--- config.mk ---
export PLATFORM = sky130hd
export DESIGN_NAME = execution_muldiv_flat
export DESIGN_NICKNAME = d
export VERILOG_FILES = /design/src/rtl/execution_muldiv_if.sv /design/src/rtl/execution_muldiv.sv /design/src/flat_wrapper.sv
export SDC_FILE = /design/constraint.sdc
export NUM_CORES = 1
export LEC_CHECK = 0
export CORE_ASPECT_RATIO = 1.2
export CORE_MARGIN = 10
export CORE_UTILIZATION = 42
export CTS_CLUSTER_SIZE = 10
export DETAILED_ROUTE_END_ITERATION = 12
export GPL_ROUTABILITY_DRIVEN = 0
export PLACE_DENSITY = 0.67
export SYNTH_ARGS = -nofsm -noshare
export SYNTH_HDL_FRONTEND = slang
export SYNTH_SLANG_ARGS = --single-unit
export TNS_END_PERCENT = 10
--- constraint.sdc ---
create_clock -name clk -period 3.57 [get_ports clk]
set_input_delay 0.357 -clock clk [delete_from_list [all_inputs] [get_ports clk]]
set_output_delay 0.357 -clock clk [all_outputs]
set_load 0.01 [all_outputs]
--- src/rtl/execution_muldiv_if.sv ---
// Execution-stage bus between ID/EX (master side) and the EX stage (slave side).
// Carries the clock enable, the presented instruction and operands, the stall
// back to the front end, and the EX/MEM result register contents.
interface execution_muldiv_if #(
  parameter int unsigned XLEN     = 32,
  parameter int unsigned REG_ADDR = 5
);
  logic                clk_en;
  logic                i_valid;
  logic                i_flush;
  logic                i_is_md;
  logic [2:0]          i_funct3;
  logic [XLEN-1:0]     i_rs1;
  logic [XLEN-1:0]     i_rs2;
  logic [XLEN-1:0]     i_alu_result;
  logic                i_reg_wr;
  logic [REG_ADDR-1:0] i_rd;

  logic                o_stall;
  logic                o_busy;
  logic                o_valid;
  logic [XLEN-1:0]     o_result;
  logic                o_reg_wr;
  logic [REG_ADDR-1:0] o_rd;

  // Pipeline side: presents instructions, consumes stall and results.
  modport master (
    output clk_en, i_valid, i_flush, i_is_md, i_funct3, i_rs1, i_rs2,
           i_alu_result, i_reg_wr, i_rd,
    input  o_stall, o_busy, o_valid, o_result, o_reg_wr, o_rd
  );

  // Execution stage side.
  modport slave (
    input  clk_en, i_valid, i_flush, i_is_md, i_funct3, i_rs1, i_rs2,
           i_alu_result, i_reg_wr, i_rd,
    output o_stall, o_busy, o_valid, o_result, o_reg_wr, o_rd
  );
endinterface

--- src/rtl/execution_muldiv.sv ---
// Execution stage: passes single-cycle ALU results into the EX/MEM register and
// runs RV32M/RV64M multiply/divide ops iteratively (one radix-2 step per enabled
// edge, fixed XLEN+1 edge latency) while holding the front end with o_stall.
// Ports:
//   clk    clock
//   rst_n  asynchronous active-low reset
//   bus    execution_muldiv_if.slave: clk_en, instruction/operands in,
//          o_stall (combinational), o_busy and EX/MEM result (registered) out
module execution_muldiv #(
  parameter int unsigned XLEN     = 32,
  parameter int unsigned REG_ADDR = 5
) (
  input  logic                clk,
  input  logic                rst_n,
  execution_muldiv_if.slave   bus
);

  localparam int unsigned DW    = 2 * XLEN;
  localparam int unsigned CNT_W = (XLEN > 2) ? $clog2(XLEN) : 1;

  typedef enum logic [1:0] {
    S_IDLE = 2'd0,
    S_MUL  = 2'd1,
    S_DIV  = 2'd2,
    S_DONE = 2'd3
  } state_t;

  state_t              state;
  state_t              state_next;

  // Iterative datapath state
  logic [CNT_W-1:0]    cnt;
  logic [XLEN-1:0]     op_b;
  logic [DW-1:0]       acc;
  logic                neg_q;
  logic                neg_r;
  logic [2:0]          md_f3;
  logic [REG_ADDR-1:0] md_rd;
  logic                md_reg_wr;

  // EX/MEM register
  logic                valid_q;
  logic                reg_wr_q;
  logic [XLEN-1:0]     result_q;
  logic [REG_ADDR-1:0] rd_q;
  logic                busy_q;

  // Output-comb controls and next EX/MEM values
  logic                accept;
  logic                step;
  logic                stall;
  logic                valid_d;
  logic                reg_wr_d;
  logic [XLEN-1:0]     result_d;
  logic [REG_ADDR-1:0] rd_d;

  logic                last_step;
  assign last_step = (cnt == CNT_W'(XLEN - 1));

  // Operand conditioning at accept: signedness per funct3, magnitudes
  logic            signed_a;
  logic            signed_b;
  logic            a_neg;
  logic            b_neg;
  logic            b_zero;
  logic [XLEN-1:0] abs_a;
  logic [XLEN-1:0] abs_b;

  always_comb begin
    signed_a = 1'b0;
    signed_b = 1'b0;
    case (bus.i_funct3)
      3'b001: begin signed_a = 1'b1; signed_b = 1'b1; end // MULH
      3'b010: begin signed_a = 1'b1; end                  // MULHSU
      3'b100: begin signed_a = 1'b1; signed_b = 1'b1; end // DIV
      3'b110: begin signed_a = 1'b1; signed_b = 1'b1; end // REM
      default: ;
    endcase
    a_neg  = signed_a & bus.i_rs1[XLEN-1];
    b_neg  = signed_b & bus.i_rs2[XLEN-1];
    b_zero = (bus.i_rs2 == '0);
    abs_a  = a_neg ? XLEN'(-bus.i_rs1) : bus.i_rs1;
    abs_b  = b_neg ? XLEN'(-bus.i_rs2) : bus.i_rs2;
  end

  // Shift-add multiply step: acc = {partial product, remaining multiplier bits}
  logic [XLEN:0]   mul_sum;
  logic [DW-1:0]   mul_next;
  always_comb begin
    mul_sum  = {1'b0, acc[DW-1:XLEN]} + ({1'b0, op_b} & {(XLEN+1){acc[0]}});
    mul_next = {mul_sum, acc[XLEN-1:1]};
  end

  // Restoring divide step: acc = {partial remainder, dividend/quotient bits}
  logic [XLEN:0]   rem_sh;
  logic            rem_ge;
  logic [XLEN-1:0] rem_new;
  logic [DW-1:0]   div_next;
  always_comb begin
    rem_sh   = acc[DW-1:XLEN-1];
    rem_ge   = (rem_sh >= {1'b0, op_b});
    rem_new  = rem_ge ? XLEN'(rem_sh - {1'b0, op_b}) : rem_sh[XLEN-1:0];
    div_next = {rem_new, acc[XLEN-2:0], rem_ge};
  end

  // Sign correction and result select in DONE
  logic [DW-1:0]   prod;
  logic [XLEN-1:0] quot;
  logic [XLEN-1:0] rem;
  logic [XLEN-1:0] md_result;
  always_comb begin
    prod = neg_q ? DW'(-acc) : acc;
    quot = neg_q ? XLEN'(-acc[XLEN-1:0]) : acc[XLEN-1:0];
    rem  = neg_r ? XLEN'(-acc[DW-1:XLEN]) : acc[DW-1:XLEN];
    case (md_f3)
      3'b000:                 md_result = prod[XLEN-1:0];
      3'b001, 3'b010, 3'b011: md_result = prod[DW-1:XLEN];
      3'b100, 3'b101:         md_result = quot;
      default:                md_result = rem;
    endcase
  end

  // State register
  always_ff @(posedge clk or negedge rst_n) begin
    if (!rst_n) begin
      state <= S_IDLE;
    end else if (bus.clk_en) begin
      state <= state_next;
    end
  end

  // Next-state logic
  always_comb begin
    state_next = state;
    case (state)
      S_IDLE: begin
        if (bus.i_valid && bus.i_is_md && !bus.i_flush) begin
          state_next = bus.i_funct3[2] ? S_DIV : S_MUL;
        end
      end
      S_MUL, S_DIV: begin
        if (bus.i_flush) begin
          state_next = S_IDLE;
        end else if (last_step) begin
          state_next = S_DONE;
        end
      end
      S_DONE:  state_next = S_IDLE;
      default: state_next = S_IDLE;
    endcase
  end

  // Output/control logic; a flush kills whatever the stage holds this cycle
  always_comb begin
    accept   = 1'b0;
    step     = 1'b0;
    stall    = 1'b0;
    valid_d  = 1'b0;
    reg_wr_d = 1'b0;
    result_d = result_q;
    rd_d     = rd_q;
    case (state)
      S_IDLE: begin
        if (bus.i_valid && !bus.i_flush) begin
          if (bus.i_is_md) begin
            accept = 1'b1;
            stall  = 1'b1;
          end else begin
            valid_d  = 1'b1;
            reg_wr_d = bus.i_reg_wr;
            result_d = bus.i_alu_result;
            rd_d     = bus.i_rd;
          end
        end
      end
      S_MUL, S_DIV: begin
        if (!bus.i_flush) begin
          step  = 1'b1;
          stall = 1'b1;
        end
      end
      S_DONE: begin
        // Stall released here so the next instruction loads while this retires
        if (!bus.i_flush) begin
          valid_d  = 1'b1;
          reg_wr_d = md_reg_wr;
          result_d = md_result;
          rd_d     = md_rd;
        end
      end
      default: ;
    endcase
  end

  // Iterative datapath registers
  always_ff @(posedge clk or negedge rst_n) begin
    if (!rst_n) begin
      cnt       <= '0;
      op_b      <= '0;
      acc       <= '0;
      neg_q     <= 1'b0;
      neg_r     <= 1'b0;
      md_f3     <= '0;
      md_rd     <= '0;
      md_reg_wr <= 1'b0;
    end else if (bus.clk_en) begin
      if (accept) begin
        cnt       <= '0;
        md_f3     <= bus.i_funct3;
        md_rd     <= bus.i_rd;
        md_reg_wr <= bus.i_reg_wr;
        if (bus.i_funct3[2]) begin
          op_b  <= abs_b;
          acc   <= {XLEN'(0), abs_a};
          // Divide by zero keeps the all-ones quotient unsigned-looking
          neg_q <= (a_neg ^ b_neg) & ~b_zero;
          neg_r <= a_neg;
        end else begin
          op_b  <= abs_a;
          acc   <= {XLEN'(0), abs_b};
          neg_q <= a_neg ^ b_neg;
          neg_r <= 1'b0;
        end
      end else if (step) begin
        acc <= (state == S_MUL) ? mul_next : div_next;
        cnt <= last_step ? '0 : cnt + CNT_W'(1);
      end else begin
        cnt <= '0;
      end
    end
  end

  // EX/MEM register and busy flag
  always_ff @(posedge clk or negedge rst_n) begin
    if (!rst_n) begin
      valid_q  <= 1'b0;
      reg_wr_q <= 1'b0;
      result_q <= '0;
      rd_q     <= '0;
      busy_q   <= 1'b0;
    end else if (bus.clk_en) begin
      valid_q  <= valid_d;
      reg_wr_q <= reg_wr_d;
      result_q <= result_d;
      rd_q     <= rd_d;
      busy_q   <= (state_next != S_IDLE);
    end
  end

  assign bus.o_stall  = stall;
  assign bus.o_busy   = busy_q;
  assign bus.o_valid  = valid_q;
  assign bus.o_reg_wr = reg_wr_q;
  assign bus.o_result = result_q;
  assign bus.o_rd     = rd_q;

endmodule
--- src/flat_wrapper.sv ---
// flat-port wrapper written by rule: the top's interface ports become plain ports
module execution_muldiv_flat 
#(
  parameter int unsigned XLEN     = 32,
  parameter int unsigned REG_ADDR = 5
)
  (clk, rst_n, bus_clk_en, bus_i_valid, bus_i_flush, bus_i_is_md, bus_i_funct3, bus_i_rs1, bus_i_rs2, bus_i_alu_result, bus_i_reg_wr, bus_i_rd, bus_o_stall, bus_o_busy, bus_o_valid, bus_o_result, bus_o_reg_wr, bus_o_rd);
  execution_muldiv_if #(.XLEN(XLEN), .REG_ADDR(REG_ADDR)) bus_i ();
  input  logic clk;
  input  logic rst_n;
  input wire logic [$bits(bus_i.clk_en)-1:0] bus_clk_en;
  input wire logic [$bits(bus_i.i_valid)-1:0] bus_i_valid;
  input wire logic [$bits(bus_i.i_flush)-1:0] bus_i_flush;
  input wire logic [$bits(bus_i.i_is_md)-1:0] bus_i_is_md;
  input wire logic [$bits(bus_i.i_funct3)-1:0] bus_i_funct3;
  input wire logic [$bits(bus_i.i_rs1)-1:0] bus_i_rs1;
  input wire logic [$bits(bus_i.i_rs2)-1:0] bus_i_rs2;
  input wire logic [$bits(bus_i.i_alu_result)-1:0] bus_i_alu_result;
  input wire logic [$bits(bus_i.i_reg_wr)-1:0] bus_i_reg_wr;
  input wire logic [$bits(bus_i.i_rd)-1:0] bus_i_rd;
  output wire logic [$bits(bus_i.o_stall)-1:0] bus_o_stall;
  output wire logic [$bits(bus_i.o_busy)-1:0] bus_o_busy;
  output wire logic [$bits(bus_i.o_valid)-1:0] bus_o_valid;
  output wire logic [$bits(bus_i.o_result)-1:0] bus_o_result;
  output wire logic [$bits(bus_i.o_reg_wr)-1:0] bus_o_reg_wr;
  output wire logic [$bits(bus_i.o_rd)-1:0] bus_o_rd;
  assign bus_i.clk_en = bus_clk_en;
  assign bus_i.i_valid = bus_i_valid;
  assign bus_i.i_flush = bus_i_flush;
  assign bus_i.i_is_md = bus_i_is_md;
  assign bus_i.i_funct3 = bus_i_funct3;
  assign bus_i.i_rs1 = bus_i_rs1;
  assign bus_i.i_rs2 = bus_i_rs2;
  assign bus_i.i_alu_result = bus_i_alu_result;
  assign bus_i.i_reg_wr = bus_i_reg_wr;
  assign bus_i.i_rd = bus_i_rd;
  assign bus_o_stall = bus_i.o_stall;
  assign bus_o_busy = bus_i.o_busy;
  assign bus_o_valid = bus_i.o_valid;
  assign bus_o_result = bus_i.o_result;
  assign bus_o_reg_wr = bus_i.o_reg_wr;
  assign bus_o_rd = bus_i.o_rd;
  execution_muldiv #(.XLEN(XLEN), .REG_ADDR(REG_ADDR)) u_core (.clk(clk), .rst_n(rst_n), .bus(bus_i));
endmodule
==> qor.yml <==
status: "complete, no violations"
fmax_mhz: 290
fp.coreArea_sq_um: 35800
synth_edf_count: 0
wl_microns: 58600
root_buffer: "clkbuf_16"
syn_nets: 2187
antenna_found_initial: 1
crit_type: "flip-flop to flip-flop"
clockBufferDepth: 2
drive_gt1_frac: 0.101
finalCritPeriodShare: 0.967
dr.pass1.iters: 6
tns_ns: 0
p_leak_uw: 0.00766
numPortBuffers: 151
drtAntennaViolNets: 0
syn_area_sq_um: 15100
synth_cell_types: 76
n_antenna_cell: 0
wl_met2_microns: 26900
avgSynthCellArea_sq_um: 7.56
ys_ff_latch: 154
skew_ns: 0.0163
final_nets: 2355
maxCapViolations: 0
r2r_end: "u_core.acc[63]$_DFFE_PN0P_"
ys.flop_type: "dfrtp_1"
critical_path_arrival_ns: 3.82
synth-async-reset-ratio: 1.00
slew_violations: 0
final_area_sq_um: 18400
clock_sinks: 154
cp-end-kind: "flip-flop"
grt_overflow: 0
crit_fanout: 5
cts_tree: "done"
cts.clk_slew.worst_paths_ns: 0.08
cts_htree_levels: 4
die_w_microns: 193
relSlewSlack: 0.364
layout_common_cells: "231 x nand2_1, 192 x o21ai_0, 184 x nor2_1, 173 x a21oi_1, 153 x dfrtp_1"
cts_inserted_buffers: 17
yosysWarnings: 0
num_vias: 16500
start_kind: "flip-flop"
ioPinCount: 152
fillers: 3456
worstMarginPinSlew_ns: 0.950
period_minus_slack_ns: 3.45
finalSetupViolCount: 0
grt_pass1_wl_microns: 90500
clk-insertion-delay-late_ns: 0.46
vias_per_cell: 6.25
min_path_type: "primary input to asynchronous set/reset pin"
drc_errors: 0
hold_viol_final: 0
final_common_cell: "nand2_1"
dieArea_sq_um: 44000
p_per_area_nw_per_um2: 874
grt_setup_unrepaired: "false"
yosysSeqAreaShare: 0.255
timing.rr.start: "u_core.acc[32]$_DFFE_PN0P_"
wl_per_cell_microns: 22.1
syn_inst: 2000
vdd_drop_max_mv: 0.452
r2r_slack_ns: 0.12
post_cts_buffers: 0
place_area_sq_um: 17800
dp_hpwl_microns: 45700
grt_pass1_vias: 15900
maxUsedRoutingLayer: "met5"
num_rows: 76
initialDrtViolationCount: 1800
syn_to_final_growth_pct: 21.8
initial_core_util: 0.423
wl_met3_microns: 5060
grt_max_degree: 97
reg2reg_depth: 13
track_usage: 0.259
die_h_microns: 228
wl_met1_microns: 23200
critical_path_required_ns: 3.94
worst max path at each step:
stage	end	cells past startpoint	slack (ns)	startpoint
after floorplan	u_core.acc[62]$_DFFE_PN0P_	13	0.13	u_core.acc[0]$_DFFE_PN0P_
after global placement	u_core.op_b[23]$_DFFE_PN0P_	11	0.10	bus_i_rs1[5]
after detailed placement	u_core.op_b[23]$_DFFE_PN0P_	11	0.12	bus_i_rs1[5]
after CTS	u_core.acc[62]$_DFFE_PN0P_	15	0.11	u_core.acc[0]$_DFFE_PN0P_
after global routing	u_core.acc[61]$_DFFE_PN0P_	14	0.0003	u_core.acc[0]$_DFFE_PN0P_
final	u_core.acc[63]$_DFFE_PN0P_	13	0.12	u_core.acc[32]$_DFFE_PN0P_
cell usage after synthesis (10+ instances only):
library cell  instances  area (sq um)
o22ai_1              10          62.6
nand2b_1             18           113
or3_1                31           194
xor2_1               73           639
a21oi_1             173           866
nor4_1               18           113
mux2i_1              44           440
clkbuf_1            127           477
a211oi_1             14           105
dfrtp_1             154          3850
ha_1                 74           926
nand3_1              27           135
nor3_1               47           235
a221oi_1             17           149
o211ai_1             20           150
or4_1                22           165
nand4_1              10          62.6
o21a_1               16           120
a31oi_1              13          81.3
nand2_1             232           871
o21ai_0             194           971
nor2_1              185           694
xnor2_1             104           911
inv_1                70           263
o31ai_1              37           278
o221ai_1             43           377
and3_1               20           125
a21o_1               32           240
mux2_2               11           124
o41ai_1              14           123
report_power, final:
part	total [uW]	internal (uW)	switching, uW
clock	1880	943	939
combinational	11000	4570	6390
sequential	3240	2460	778
state kept, by name (all words and copies together) (netlist names):
name and count:
u_core.acc 64, u_core.bus.o_result 32, u_core.op_b 32, u_core.bus.o_rd 5
u_core.cnt 5, u_core.md_rd 5, u_core.md_f3 3, u_core.state 2
u_core.bus.o_busy 1, u_core.bus.o_reg_wr 1, u_core.bus.o_valid 1, u_core.md_reg_wr 1
u_core.neg_q 1, u_core.neg_r 1
layout make-up:
| cell class | count | area [sq um] | share of cell area |
|---|---|---|---|
| inverters | 70 | 263 | 0.0143 |
| flip-flops and latches | 154 | 3850 | 0.209 |
| repair buffers | 291 | 2590 | 0.141 |
| clock inverters | 15 | 173 | 0.00938 |
| well taps | 468 | 586 | 0.0318 |
| clock buffers | 17 | 425 | 0.0231 |
| multi-input cells | 1634 | 10500 | 0.571 |
repair_timing:
| action | CTS | global route |
|---|---|---|
| resized for setup | 0 | 6 |
| hold buffers | 1 | 0 |
| endpoints found under the hold margin | 59 | 0 |
| endpoints found under the setup margin | 0 | 8 |
routing by layer:
metal	GRT usage	vias up
li1	-	7649
met1	0.324	7879
met2	0.405	828
met3	0.0565	186
met4	0.143	2
met5	0	-
critical path: stages (launching register included):
cell	delay [ns]
dfrtp_1	0.47
buf_4	0.16
ha_1	0.22
inv_1	0.07
fa_1	0.39
nand2b_1	0.21
a21oi_1	0.27
o21a_1	0.26
o2111a_1	0.22
o21ai_0	0.15
a21oi_1	0.31
a31oi_1	0.19
a31o_2	0.27
o21ai_0	0.16
kinds of logic after synthesis:
logic type | after synthesis | share of synthesized area
adder cells (fa/ha/maj) | 76 | 0.0639
AO/OA/AOI/OAI | 665 | 0.283
buffers and inverters | 212 | 0.0533
AND/OR/NAND/NOR | 661 | 0.205
flip-flops | 154 | 0.255
multiplexers | 55 | 0.0373
XOR/XNOR | 177 | 0.103
per-stage QoR:
| step | worst slack (ns) | std cells | hold WS (ns) | utilization | power (uW) |
|---|---|---|---|---|---|
| finish | 0.117 | 2649 | 0.478 | 0.515 | 16100 |
| global route | 0.000304 | 2649 | 0.511 | 0.515 | 17100 |
| CTS | 0.115 | 2649 | 0.481 | 0.514 | 15800 |
| detailed placement | 0.116 | 2616 | 0.443 | 0.497 | 13900 |
| global placement | 0.104 | 2616 | 0.452 | 0.497 | 13700 |
| floorplan | 0.127 | 2000 | 0.0614 | - | 9980 |
Power figures use the tool's default switching activity.
==> edit: new RTL, same flow settings <==
Re-encode `state_t` (4 states) as one-hot, 4 bits wide.
--- a/src/rtl/execution_muldiv.sv
+++ b/src/rtl/execution_muldiv.sv
@@ -20,7 +20,7 @@
 
-  typedef enum logic [1:0] {
-    S_IDLE = 2'd0,
-    S_MUL  = 2'd1,
-    S_DIV  = 2'd2,
-    S_DONE = 2'd3
+  typedef enum logic [3:0] {
+    S_IDLE = 4'b0001,
+    S_MUL  = 4'b0010,
+    S_DIV  = 4'b0100,
+    S_DONE = 4'b1000
   } state_t;
Formal check against the unedited RTL: no difference found for any inputs over 4 cycles, from zero or initial values and one cycle with rst_n low; so few cycles prove little.
==> edit against the unedited design <==
  * Via count is 2.6% higher
  * Cell area is 0.17% higher
  * Synthesized area is 1.3% higher
  * Wire length is 2.8% higher
  * Count of clock-buffer cells in the layout is 2 higher
  * Sequential cell count is 2 higher
  * Cell count is 2.2% higher
  * Setup slack better by 0.015 ns
  * Utilization is 0.19 points lower
  * Critical path type unchanged
  * Largest cell class unchanged
Power is not compared: it rests on default switching activity, and its combinational part moved more than twofold at a synthesized area within 25%.
==> edit: results (changes against the unedited design) <==
critical path arrival: 3.76 ns (was 3.82 ns)
Fillers: 3538 (was 3456)
Yosys Warn Count: 0 (unchanged)
final wirelength: 60200 um (was 58600 um)
placed cell count: 2673 (was 2616)
IO Port Bufs: 151 (unchanged)
first-pass GRT wire length: 93000 um (was 90500 um)
vias in the first global route: 16400 (was 15900)
Net Sw Power: 0.00380 W
outcome: finished clean (unchanged)
clk root buf: clkbuf_16 (unchanged)
Clock Latency Late Sink: 0.46 ns (about the same)
Detailed Routing Iterations Pass 1: 7 (was 6)
synth cell count leaders: 252 x nand2_1, 219 x a21oi_1, 201 x o21ai_0 (was 232 x nand2_1, 194 x o21ai_0, 185 x nor2_1)
GRT Util Overall: 0.259 (about the same)
max reg flops: 64 (unchanged)
Post-DP HPWL: 47200 um (was 45700 um)
CTS max path bufs: 2 (unchanged)
Ant. Diodes: 0 (unchanged)
largest cells by area after synthesis: dfrtp_1 25%, a21oi_1 7.2%, o21ai_0 6.6%, nand2_1 6.2%, xnor2_1 5.8% (was dfrtp_1 25%, o21ai_0 6.4%, ha_1 6.1%, xnor2_1 6.0%, nand2_1 5.8%)
largest register by flop count: u_core.acc (unchanged)
Hold WC Path Type: in2async (unchanged)
Async SR Flop Fraction: 1.00 (unchanged)
Clock Skew: 0.0167 ns (was 0.0163 ns)
synth unique cells: 86 (was 76)
pin count of the biggest net entering global routing: 94 (was 97)
Synth Net Count: 2263 (was 2187)
routed len/inst: 22.3 um (was 22.1 um)
drt via density: 6.27 (was 6.25)
final net count: 2408 (was 2355)
LEAKAGE: 7.84 nW
CTS buffer count: 17 (unchanged)
worst vdd ir: 352 uV
Worst R2R Setup Slack: 0.13 ns
Post-synth top flop: dfrtp_1 (unchanged)
critical path fanouts, max: 30 (was 5)
ratio of cells with drive above 1 in the final layout: 0.0943 (was 0.101)
clock transition time at the flip-flop clock pins of the worst setup and hold paths: 0.07 ns
smallest hold slack: 0.418 ns (was 0.478 ns)
Relative slew margins: 0.216 (was 0.364)
initial antenna violation count: 0 (was 1)
H-tree levels: 4 (unchanged)
Seq/Total Area, Yosys: 0.255 (about the same)
initial DRC count: 2038 (was 1800)
Cells after Synth: 2080 (was 2000)
[edit: stage by stage]
| step | utilization | total power [W] | setup slack (ns) | area [um^2] |
|---|---|---|---|---|
| 2_1_floorplan | - | 0.00494 | 0.333 | 15300 |
| 3_3_place_gp | 0.495 | 0.00647 | 0.0467 | 17800 |
| 6_report | 0.513 | 0.00849 | 0.132 | 18400 |
| 5_1_grt | 0.513 | 0.00893 | 0.00308 | 18400 |
| 4_1_cts | 0.512 | 0.00836 | 0.0120 | 18400 |
| 3_5_place_dp | 0.495 | 0.00653 | 0.0299 | 17800 |
[edit: what timing repair did]
action	4_1_cts	5_1_grt
resized for setup	0	11
hold endpoints to repair	52	0
hold buffers	1	0
setup endpoints to repair	0	31
setup buffers	0	0
[edit: cell families after synthesis]
family	after synthesis	synth area share
mux	42	0.0289
simple gates	713	0.218
flops	156	0.255
fa+ha+maj	72	0.0598
compound gates	697	0.279
xor+xnor	182	0.104
buf+inv	218	0.0554
[edit: final timing paths]
check | from | to | depth (start not counted)
worst min-delay path | rst_n | u_core.bus.o_rd[3] | 2
min in group clk | bus_i_funct3[2] | u_core.neg_r | 4
worst max register to register | u_core.acc[0] | u_core.acc[56] | 14
worst max-delay path | u_core.acc[0] | u_core.acc[56] | 14
max in group asynchronous | rst_n | u_core.op_b[19] | 3
worst min register to register | u_core.op_b[16] | u_core.op_b[16] | 2
[edit: final cells by class]
cell class,count,area [um^2],share of cell area
clock buffer,19,443,0.0240
clock inverter,13,128,0.00692
inverter,70,263,0.0143
multi-input combinational,1706,10600,0.577
sequential,156,3910,0.212
tap,468,586,0.0318
timing repair buffer,274,2470,0.134
[edit: power by group through the flow]
| stage | sequential [W] | clock (W) | combinational, W |
|---|---|---|---|
| after floorplan | 0.00246 | 0 | 0.00248 |
| after global placement | 0.00269 | 0 | 0.00378 |
| after detailed placement | 0.00271 | 0 | 0.00382 |
| after CTS | 0.00268 | 0.00184 | 0.00384 |
| after global routing | 0.00275 | 0.00192 | 0.00426 |
| final | 0.00271 | 0.00184 | 0.00394 |
[edit: worst max-delay path, stage by stage, from the launching register on]
cell	delay (ns)
dfrtp_1	0.40
inv_1	0.12
buf_12	0.21
nor2_1	0.09
ha_1	0.29
a21o_1	0.20
a21oi_1	0.29
a2bb2oi_2	0.19
nand2_1	0.12
a221oi_1	0.30
buf_4	0.18
o21ai_0	0.17
a311o_1	0.41
xnor2_1	0.23
o211ai_1	0.11
[edit: per-layer routing]
layer	GRT usage	vias to the layer above	wire length, um
met2	0.436	873	28500
met5	0	-	0
li1	-	7791	-
met4	0.154	0	3980
met3	0.0449	240	4490
met1	0.301	8065	23300
